File: config.mk
export PLATFORM = sky130hd
export DESIGN_NAME = cs_address_sequencer_flat
export DESIGN_NICKNAME = d
export VERILOG_FILES = /design/src/rtl/cs_address_sequencer_if.sv /design/src/rtl/cs_address_sequencer.sv /design/src/flat_wrapper.sv
export SDC_FILE = /design/constraint.sdc
export NUM_CORES = 1
export LEC_CHECK = 0
export CORE_UTILIZATION = 40
export CTS_BUF_LIST = sky130_fd_sc_hd__clkbuf_8
export DETAILED_ROUTE_END_ITERATION = 12
export HOLD_SLACK_MARGIN = 0.02
export PLACE_DENSITY = 0.91
export SKIP_CTS_REPAIR_TIMING = 1
export SLEW_MARGIN = 20
export SYNTH_ARGS = -nofsm -noshare
export SYNTH_HDL_FRONTEND = slang
export SYNTH_SLANG_ARGS = --single-unit
export TNS_END_PERCENT = 20
File: constraint.sdc
create_clock -name CS_ADDRESS_SEQUENCER_CLOCK_50 -period 2.1 [get_ports CS_ADDRESS_SEQUENCER_CLOCK_50]
set_clock_uncertainty 0.2 [all_clocks]
set_input_delay 0.63 -clock CS_ADDRESS_SEQUENCER_CLOCK_50 [delete_from_list [all_inputs] [get_ports CS_ADDRESS_SEQUENCER_CLOCK_50]]
set_output_delay 0.63 -clock CS_ADDRESS_SEQUENCER_CLOCK_50 [all_outputs]
set_load 0.01 [all_outputs]
File: src/rtl/cs_address_sequencer_if.sv
// Microinstruction-side bus of the control-store address sequencer.
// The sequencer is the slave; whoever presents the microinstruction fields is the master.
interface cs_address_sequencer_if #(
  parameter int DATAWIDTH_JUMPADDRESS = 11,
  parameter int DATAWIDTH_CONDITION   = 3,
  parameter int DATAWIDTH_DECODEROP   = 8
);
  logic [DATAWIDTH_CONDITION-1:0]   CS_ADDRESS_SEQUENCER_Condition_InBus;
  logic [DATAWIDTH_JUMPADDRESS-1:0] CS_ADDRESS_SEQUENCER_JumpAddress_InBus;
  logic [DATAWIDTH_DECODEROP-1:0]   CS_ADDRESS_SEQUENCER_DecodeOp_InBus;
  logic                             CS_ADDRESS_SEQUENCER_IR13_In;
  logic [3:0]                       CS_ADDRESS_SEQUENCER_Flags_InBus;
  logic                             CS_ADDRESS_SEQUENCER_FlagsLoad_In;
  logic                             CS_ADDRESS_SEQUENCER_MemRequest_In;
  logic                             CS_ADDRESS_SEQUENCER_MemReady_In;
  logic [DATAWIDTH_JUMPADDRESS-1:0] CS_ADDRESS_SEQUENCER_CSAddress_OutBus;
  logic [3:0]                       CS_ADDRESS_SEQUENCER_PSR_OutBus;
  logic                             CS_ADDRESS_SEQUENCER_Stall_Out;

  modport master (
    output CS_ADDRESS_SEQUENCER_Condition_InBus, CS_ADDRESS_SEQUENCER_JumpAddress_InBus,
           CS_ADDRESS_SEQUENCER_DecodeOp_InBus, CS_ADDRESS_SEQUENCER_IR13_In,
           CS_ADDRESS_SEQUENCER_Flags_InBus, CS_ADDRESS_SEQUENCER_FlagsLoad_In,
           CS_ADDRESS_SEQUENCER_MemRequest_In, CS_ADDRESS_SEQUENCER_MemReady_In,
    input  CS_ADDRESS_SEQUENCER_CSAddress_OutBus, CS_ADDRESS_SEQUENCER_PSR_OutBus,
           CS_ADDRESS_SEQUENCER_Stall_Out
  );

  modport slave (
    input  CS_ADDRESS_SEQUENCER_Condition_InBus, CS_ADDRESS_SEQUENCER_JumpAddress_InBus,
           CS_ADDRESS_SEQUENCER_DecodeOp_InBus, CS_ADDRESS_SEQUENCER_IR13_In,
           CS_ADDRESS_SEQUENCER_Flags_InBus, CS_ADDRESS_SEQUENCER_FlagsLoad_In,
           CS_ADDRESS_SEQUENCER_MemRequest_In, CS_ADDRESS_SEQUENCER_MemReady_In,
    output CS_ADDRESS_SEQUENCER_CSAddress_OutBus, CS_ADDRESS_SEQUENCER_PSR_OutBus,
           CS_ADDRESS_SEQUENCER_Stall_Out
  );
endinterface

File: src/rtl/cs_address_sequencer.sv
// Microprogram sequencer: holds MicroPC and PSR, picks the next control-store address
// from increment, conditional/unconditional jump or opcode decode, and freezes on memory waits.
module cs_address_sequencer #(
  parameter int DATAWIDTH_JUMPADDRESS = 11,
  parameter int DATAWIDTH_CONDITION   = 3,
  parameter int DATAWIDTH_DECODEROP   = 8
) (
  input  logic CS_ADDRESS_SEQUENCER_CLOCK_50,
  input  logic CS_ADDRESS_SEQUENCER_ResetInLow_In,
  cs_address_sequencer_if.slave seqBus
);
  logic [DATAWIDTH_JUMPADDRESS-1:0] microPc;
  logic [DATAWIDTH_JUMPADDRESS-1:0] csai;
  logic [DATAWIDTH_JUMPADDRESS-1:0] decodeAddr;
  logic [DATAWIDTH_JUMPADDRESS-1:0] nextAddr;
  logic [3:0]                       psr;
  logic                             takeJump;
  logic                             stall;

  assign stall = seqBus.CS_ADDRESS_SEQUENCER_MemRequest_In & ~seqBus.CS_ADDRESS_SEQUENCER_MemReady_In;
  assign csai  = microPc + {{(DATAWIDTH_JUMPADDRESS-1){1'b0}}, 1'b1};
  // Decode targets are 4-word slots in the upper half of the store.
  assign decodeAddr = DATAWIDTH_JUMPADDRESS'({1'b1, seqBus.CS_ADDRESS_SEQUENCER_DecodeOp_InBus, 2'b00});

  always_comb begin
    takeJump = 1'b0;
    nextAddr = csai;
    case (seqBus.CS_ADDRESS_SEQUENCER_Condition_InBus)
      DATAWIDTH_CONDITION'(1): takeJump = psr[3];
      DATAWIDTH_CONDITION'(2): takeJump = psr[2];
      DATAWIDTH_CONDITION'(3): takeJump = psr[1];
      DATAWIDTH_CONDITION'(4): takeJump = psr[0];
      DATAWIDTH_CONDITION'(5): takeJump = seqBus.CS_ADDRESS_SEQUENCER_IR13_In;
      DATAWIDTH_CONDITION'(6): takeJump = 1'b1;
      default:                 takeJump = 1'b0;
    endcase
    if (seqBus.CS_ADDRESS_SEQUENCER_Condition_InBus == DATAWIDTH_CONDITION'(7)) begin
      nextAddr = decodeAddr;
    end else if (takeJump) begin
      nextAddr = seqBus.CS_ADDRESS_SEQUENCER_JumpAddress_InBus;
    end
  end

  // Branches use the PSR as it stood before this edge; a same-cycle flag load is seen next cycle.
  always_ff @(posedge CS_ADDRESS_SEQUENCER_CLOCK_50 or negedge CS_ADDRESS_SEQUENCER_ResetInLow_In) begin
    if (!CS_ADDRESS_SEQUENCER_ResetInLow_In) begin
      microPc <= '0;
      psr     <= '0;
    end else if (!stall) begin
      microPc <= nextAddr;
      if (seqBus.CS_ADDRESS_SEQUENCER_FlagsLoad_In) begin
        psr <= seqBus.CS_ADDRESS_SEQUENCER_Flags_InBus;
      end
    end
  end

  assign seqBus.CS_ADDRESS_SEQUENCER_CSAddress_OutBus = microPc;
  assign seqBus.CS_ADDRESS_SEQUENCER_PSR_OutBus       = psr;
  assign seqBus.CS_ADDRESS_SEQUENCER_Stall_Out        = stall;
endmodule
File: src/flat_wrapper.sv
// flat-port wrapper written by rule: the top's interface ports become plain ports
module cs_address_sequencer_flat 
#(
  parameter int DATAWIDTH_JUMPADDRESS = 11,
  parameter int DATAWIDTH_CONDITION   = 3,
  parameter int DATAWIDTH_DECODEROP   = 8
)
  (CS_ADDRESS_SEQUENCER_CLOCK_50, CS_ADDRESS_SEQUENCER_ResetInLow_In, seqBus_CS_ADDRESS_SEQUENCER_Condition_InBus, seqBus_CS_ADDRESS_SEQUENCER_JumpAddress_InBus, seqBus_CS_ADDRESS_SEQUENCER_DecodeOp_InBus, seqBus_CS_ADDRESS_SEQUENCER_IR13_In, seqBus_CS_ADDRESS_SEQUENCER_Flags_InBus, seqBus_CS_ADDRESS_SEQUENCER_FlagsLoad_In, seqBus_CS_ADDRESS_SEQUENCER_MemRequest_In, seqBus_CS_ADDRESS_SEQUENCER_MemReady_In, seqBus_CS_ADDRESS_SEQUENCER_CSAddress_OutBus, seqBus_CS_ADDRESS_SEQUENCER_PSR_OutBus, seqBus_CS_ADDRESS_SEQUENCER_Stall_Out);
  cs_address_sequencer_if #(.DATAWIDTH_JUMPADDRESS(DATAWIDTH_JUMPADDRESS), .DATAWIDTH_CONDITION(DATAWIDTH_CONDITION), .DATAWIDTH_DECODEROP(DATAWIDTH_DECODEROP)) seqBus_i ();
  input  logic CS_ADDRESS_SEQUENCER_CLOCK_50;
  input  logic CS_ADDRESS_SEQUENCER_ResetInLow_In;
  input wire logic [$bits(seqBus_i.CS_ADDRESS_SEQUENCER_Condition_InBus)-1:0] seqBus_CS_ADDRESS_SEQUENCER_Condition_InBus;
  input wire logic [$bits(seqBus_i.CS_ADDRESS_SEQUENCER_JumpAddress_InBus)-1:0] seqBus_CS_ADDRESS_SEQUENCER_JumpAddress_InBus;
  input wire logic [$bits(seqBus_i.CS_ADDRESS_SEQUENCER_DecodeOp_InBus)-1:0] seqBus_CS_ADDRESS_SEQUENCER_DecodeOp_InBus;
  input wire logic [$bits(seqBus_i.CS_ADDRESS_SEQUENCER_IR13_In)-1:0] seqBus_CS_ADDRESS_SEQUENCER_IR13_In;
  input wire logic [$bits(seqBus_i.CS_ADDRESS_SEQUENCER_Flags_InBus)-1:0] seqBus_CS_ADDRESS_SEQUENCER_Flags_InBus;
  input wire logic [$bits(seqBus_i.CS_ADDRESS_SEQUENCER_FlagsLoad_In)-1:0] seqBus_CS_ADDRESS_SEQUENCER_FlagsLoad_In;
  input wire logic [$bits(seqBus_i.CS_ADDRESS_SEQUENCER_MemRequest_In)-1:0] seqBus_CS_ADDRESS_SEQUENCER_MemRequest_In;
  input wire logic [$bits(seqBus_i.CS_ADDRESS_SEQUENCER_MemReady_In)-1:0] seqBus_CS_ADDRESS_SEQUENCER_MemReady_In;
  output wire logic [$bits(seqBus_i.CS_ADDRESS_SEQUENCER_CSAddress_OutBus)-1:0] seqBus_CS_ADDRESS_SEQUENCER_CSAddress_OutBus;
  output wire logic [$bits(seqBus_i.CS_ADDRESS_SEQUENCER_PSR_OutBus)-1:0] seqBus_CS_ADDRESS_SEQUENCER_PSR_OutBus;
  output wire logic [$bits(seqBus_i.CS_ADDRESS_SEQUENCER_Stall_Out)-1:0] seqBus_CS_ADDRESS_SEQUENCER_Stall_Out;
  assign seqBus_i.CS_ADDRESS_SEQUENCER_Condition_InBus = seqBus_CS_ADDRESS_SEQUENCER_Condition_InBus;
  assign seqBus_i.CS_ADDRESS_SEQUENCER_JumpAddress_InBus = seqBus_CS_ADDRESS_SEQUENCER_JumpAddress_InBus;
  assign seqBus_i.CS_ADDRESS_SEQUENCER_DecodeOp_InBus = seqBus_CS_ADDRESS_SEQUENCER_DecodeOp_InBus;
  assign seqBus_i.CS_ADDRESS_SEQUENCER_IR13_In = seqBus_CS_ADDRESS_SEQUENCER_IR13_In;
  assign seqBus_i.CS_ADDRESS_SEQUENCER_Flags_InBus = seqBus_CS_ADDRESS_SEQUENCER_Flags_InBus;
  assign seqBus_i.CS_ADDRESS_SEQUENCER_FlagsLoad_In = seqBus_CS_ADDRESS_SEQUENCER_FlagsLoad_In;
  assign seqBus_i.CS_ADDRESS_SEQUENCER_MemRequest_In = seqBus_CS_ADDRESS_SEQUENCER_MemRequest_In;
  assign seqBus_i.CS_ADDRESS_SEQUENCER_MemReady_In = seqBus_CS_ADDRESS_SEQUENCER_MemReady_In;
  assign seqBus_CS_ADDRESS_SEQUENCER_CSAddress_OutBus = seqBus_i.CS_ADDRESS_SEQUENCER_CSAddress_OutBus;
  assign seqBus_CS_ADDRESS_SEQUENCER_PSR_OutBus = seqBus_i.CS_ADDRESS_SEQUENCER_PSR_OutBus;
  assign seqBus_CS_ADDRESS_SEQUENCER_Stall_Out = seqBus_i.CS_ADDRESS_SEQUENCER_Stall_Out;
  cs_address_sequencer #(.DATAWIDTH_JUMPADDRESS(DATAWIDTH_JUMPADDRESS), .DATAWIDTH_CONDITION(DATAWIDTH_CONDITION), .DATAWIDTH_DECODEROP(DATAWIDTH_DECODEROP)) u_core (.CS_ADDRESS_SEQUENCER_CLOCK_50(CS_ADDRESS_SEQUENCER_CLOCK_50), .CS_ADDRESS_SEQUENCER_ResetInLow_In(CS_ADDRESS_SEQUENCER_ResetInLow_In), .seqBus(seqBus_i));
endmodule
==> impl_metrics.json <==
{
  "status": "complete, but fails checks",
  "violations": "setup timing",
  "min_delay_path_depth": 1,
  "cts.sinks": 15,
  "crit_fanout": 2,
  "cts_tree": "yes",
  "boundaryPins": 48,
  "p_leak_nw": 0.739,
  "finalCriticalPeriod_ns": 2.21,
  "holdWs_ns": 0.346,
  "seq_area_frac_synth_pct": 38.8,
  "clock_latency_ns": 0.25,
  "setup_tns_ns": -0.113,
  "nFillCells": 161,
  "max_freq_mhz": 452,
  "wl_per_cell_microns": 15.1,
  "htree_levels": 1,
  "placed_area_sq_um": 1500,
  "vias_per_cell": 5.33,
  "synth_area_sq_um": 968,
  "ys_top_cells_by_area": "dfrtp_1, mux2i_1, nand2_1",
  "synth_cell_types": 26,
  "hp-class": "reg -> reg",
  "root_buffer": "clkbuf_8",
  "max_cap_violations": 0,
  "setup_violations": 1,
  "antenna_cells": 0,
  "path_clk_slew_ns": 0.06,
  "via_count": 1023,
  "place_congestion": 0.773,
  "power.density_nw_per_um2": 684,
  "async_flop_share_pct": 100,
  "core_area_sq_um": 2250,
  "die-area_sq_um": 2620,
  "dr.first_iter.drc_count": 11,
  "synth_flop_cell": "dfrtp_1",
  "totalWireLength_microns": 2900,
  "drive_above_1_share_pct": 14.6,
  "antenna_found_initial": 0,
  "drtPass1Iterations": 4,
  "grt_max_degree": 16,
  "ir_drop_uv": 466,
  "dp_hpwl_microns": 2110,
  "postSynthCellCount": 110,
  "cp-end-kind": "output port",
  "cts_buffer_depth": 2,
  "grt_pass1_wl_microns": 4400,
  "arrival_ns": 1.38,
  "design_area_sq_um": 1580,
  "period_share_pct": 105,
  "rrSetupSlack_ns": 0.12,
  "rows": 17,
  "drc": 0,
  "post-route-util_pct": 70.0,
  "grt_use_total_pct": 23.1,
  "fin_cells": 192,
  "place_inst": 188,
  "antenna_violating_nets_post_route": 0,
  "ys.warnings.count": 0,
  "syn_nets": 143,
  "grt_pass1_vias": 1027,
  "critical_path_class": "in -> out",
  "layout_setup_ws_ns": -0.113,
  "start_kind": "input pin",
  "chipWidth_microns": 51.2,
  "die_h_microns": 51.2,
  "power_mw": 1.08,
  "critPathRequiredTime_ns": 1.27,
  "area_growth_pct": 62.9,
  "slew_viol_final": 0,
  "synth_top_cell_area_share_pct": 38.8,
  "reg2regPathDepth": 6,
  "io_buffers": 47,
  "fin_nets": 198,
  "synth.avg_cell_area_sq_um": 8.80,
  "rsz0062_at_grt": "true",
  "worst_slew_pin_slew_ns": 0.371,
  "ys_ff_latch": 15,
  "hold_viol": 0,
  "start_util_pct": 43.0,
  "slew_headroom_pct": 75.0,
  "grt-ovfl-total": 0,
  "synth_edf_count": 0,
  "pre_cts_ws_ns": -0.517,
  "cts_buffers": 3,
  "synth_top_area_cell": "dfrtp_1"
}
[layout by cell type, fill, tap and decap left out, types with 5 or more instances in the layout]
cell,n
buf_4,5
dlymetal6s2s_1,5
clkdlybuf4s50_1,41
mux2i_1,11
dfrtp_1,11
nor2_1,7
nand2_1,25
o21ai_0,9
[worst max-delay path, cell delays in order]
cell and delay, ns:
clkdlybuf4s50_1 0.46, nand2b_4 0.12, inv_1 0.05, clkbuf_2 0.12
[power by group]
group          internal (mW)  leakage [nW]  switching (mW)
Combinational          0.252         0.540           0.182
Clock                  0.131        0.0255           0.103
Sequential             0.347         0.173          0.0654
Total                  0.730         0.739           0.350
[synthesized netlist by cell type, types with 2 or more instances]
| cell type | n |
|---|---|
| xor2_1 | 4 |
| nand2_1 | 25 |
| nand4_1 | 2 |
| mux2i_1 | 11 |
| inv_1 | 4 |
| nor3_1 | 3 |
| o21ai_0 | 9 |
| a21oi_1 | 2 |
| dfrtp_1 | 15 |
| xnor2_1 | 4 |
| nand3_1 | 4 |
| mux2_2 | 4 |
| clkbuf_1 | 3 |
| a221oi_1 | 2 |
| nor2_1 | 7 |
[logic make-up after synthesis]
| group | after synthesis | share of synthesized area [%] |
|---|---|---|
| AO/OA/AOI/OAI | 18 | 11.9 |
| XOR/XNOR | 8 | 7.23 |
| adder cells (fa/ha/maj) | 1 | 1.29 |
| buffers and inverters | 8 | 3.88 |
| flip-flops | 15 | 38.8 |
| multiplexers | 16 | 17.6 |
| AND/OR/NAND/NOR | 44 | 19.4 |
[sequential cells by signal, summed over array words and instances, names as in the netlist]
register / flops
u_core.seqBus.CS_ADDRESS_SEQUENCER_CSAddress_OutBus: 11
u_core.seqBus.CS_ADDRESS_SEQUENCER_PSR_OutBus: 4
[worst max path at each step]
stage / from / endpoint / slack, ns / depth (start not counted)
after floorplan: seqBus_CS_ADDRESS_SEQUENCER_Condition_InBus[1] / register / 0.22 / 5
after global placement: seqBus_CS_ADDRESS_SEQUENCER_MemReady_In / seqBus_CS_ADDRESS_SEQUENCER_Stall_Out / -0.50 / 4
after detailed placement: seqBus_CS_ADDRESS_SEQUENCER_MemReady_In / seqBus_CS_ADDRESS_SEQUENCER_Stall_Out / -0.52 / 4
after CTS: seqBus_CS_ADDRESS_SEQUENCER_MemReady_In / seqBus_CS_ADDRESS_SEQUENCER_Stall_Out / -0.52 / 4
after global routing: seqBus_CS_ADDRESS_SEQUENCER_MemReady_In / seqBus_CS_ADDRESS_SEQUENCER_Stall_Out / -0.13 / 4
final: seqBus_CS_ADDRESS_SEQUENCER_MemReady_In / seqBus_CS_ADDRESS_SEQUENCER_Stall_Out / -0.11 / 4
[final cells by class]
cell class | count | area [sq um] | area share (%)
Clock inverter | 1 | 5.00 | 0.317
Inverter | 4 | 15.0 | 0.952
Tap cell | 28 | 35.0 | 2.22
Timing Repair Buffer | 54 | 538 | 34.1
Sequential cell | 15 | 380 | 24.1
Multi-Input combinational cell | 87 | 563 | 35.7
Clock buffer | 3 | 41.3 | 2.62
[metal layers]
metal  global-route usage (%)  part of all wire (%)  routed length, microns
met1                     25.0                    40                    1170
met3                     5.36                   6.7                     193
met4                     12.0                   3.0                      88
met2                     41.4                    50                    1450
met5                        0                     0                       0
Note: power is estimated with default switching activity, not from simulation.
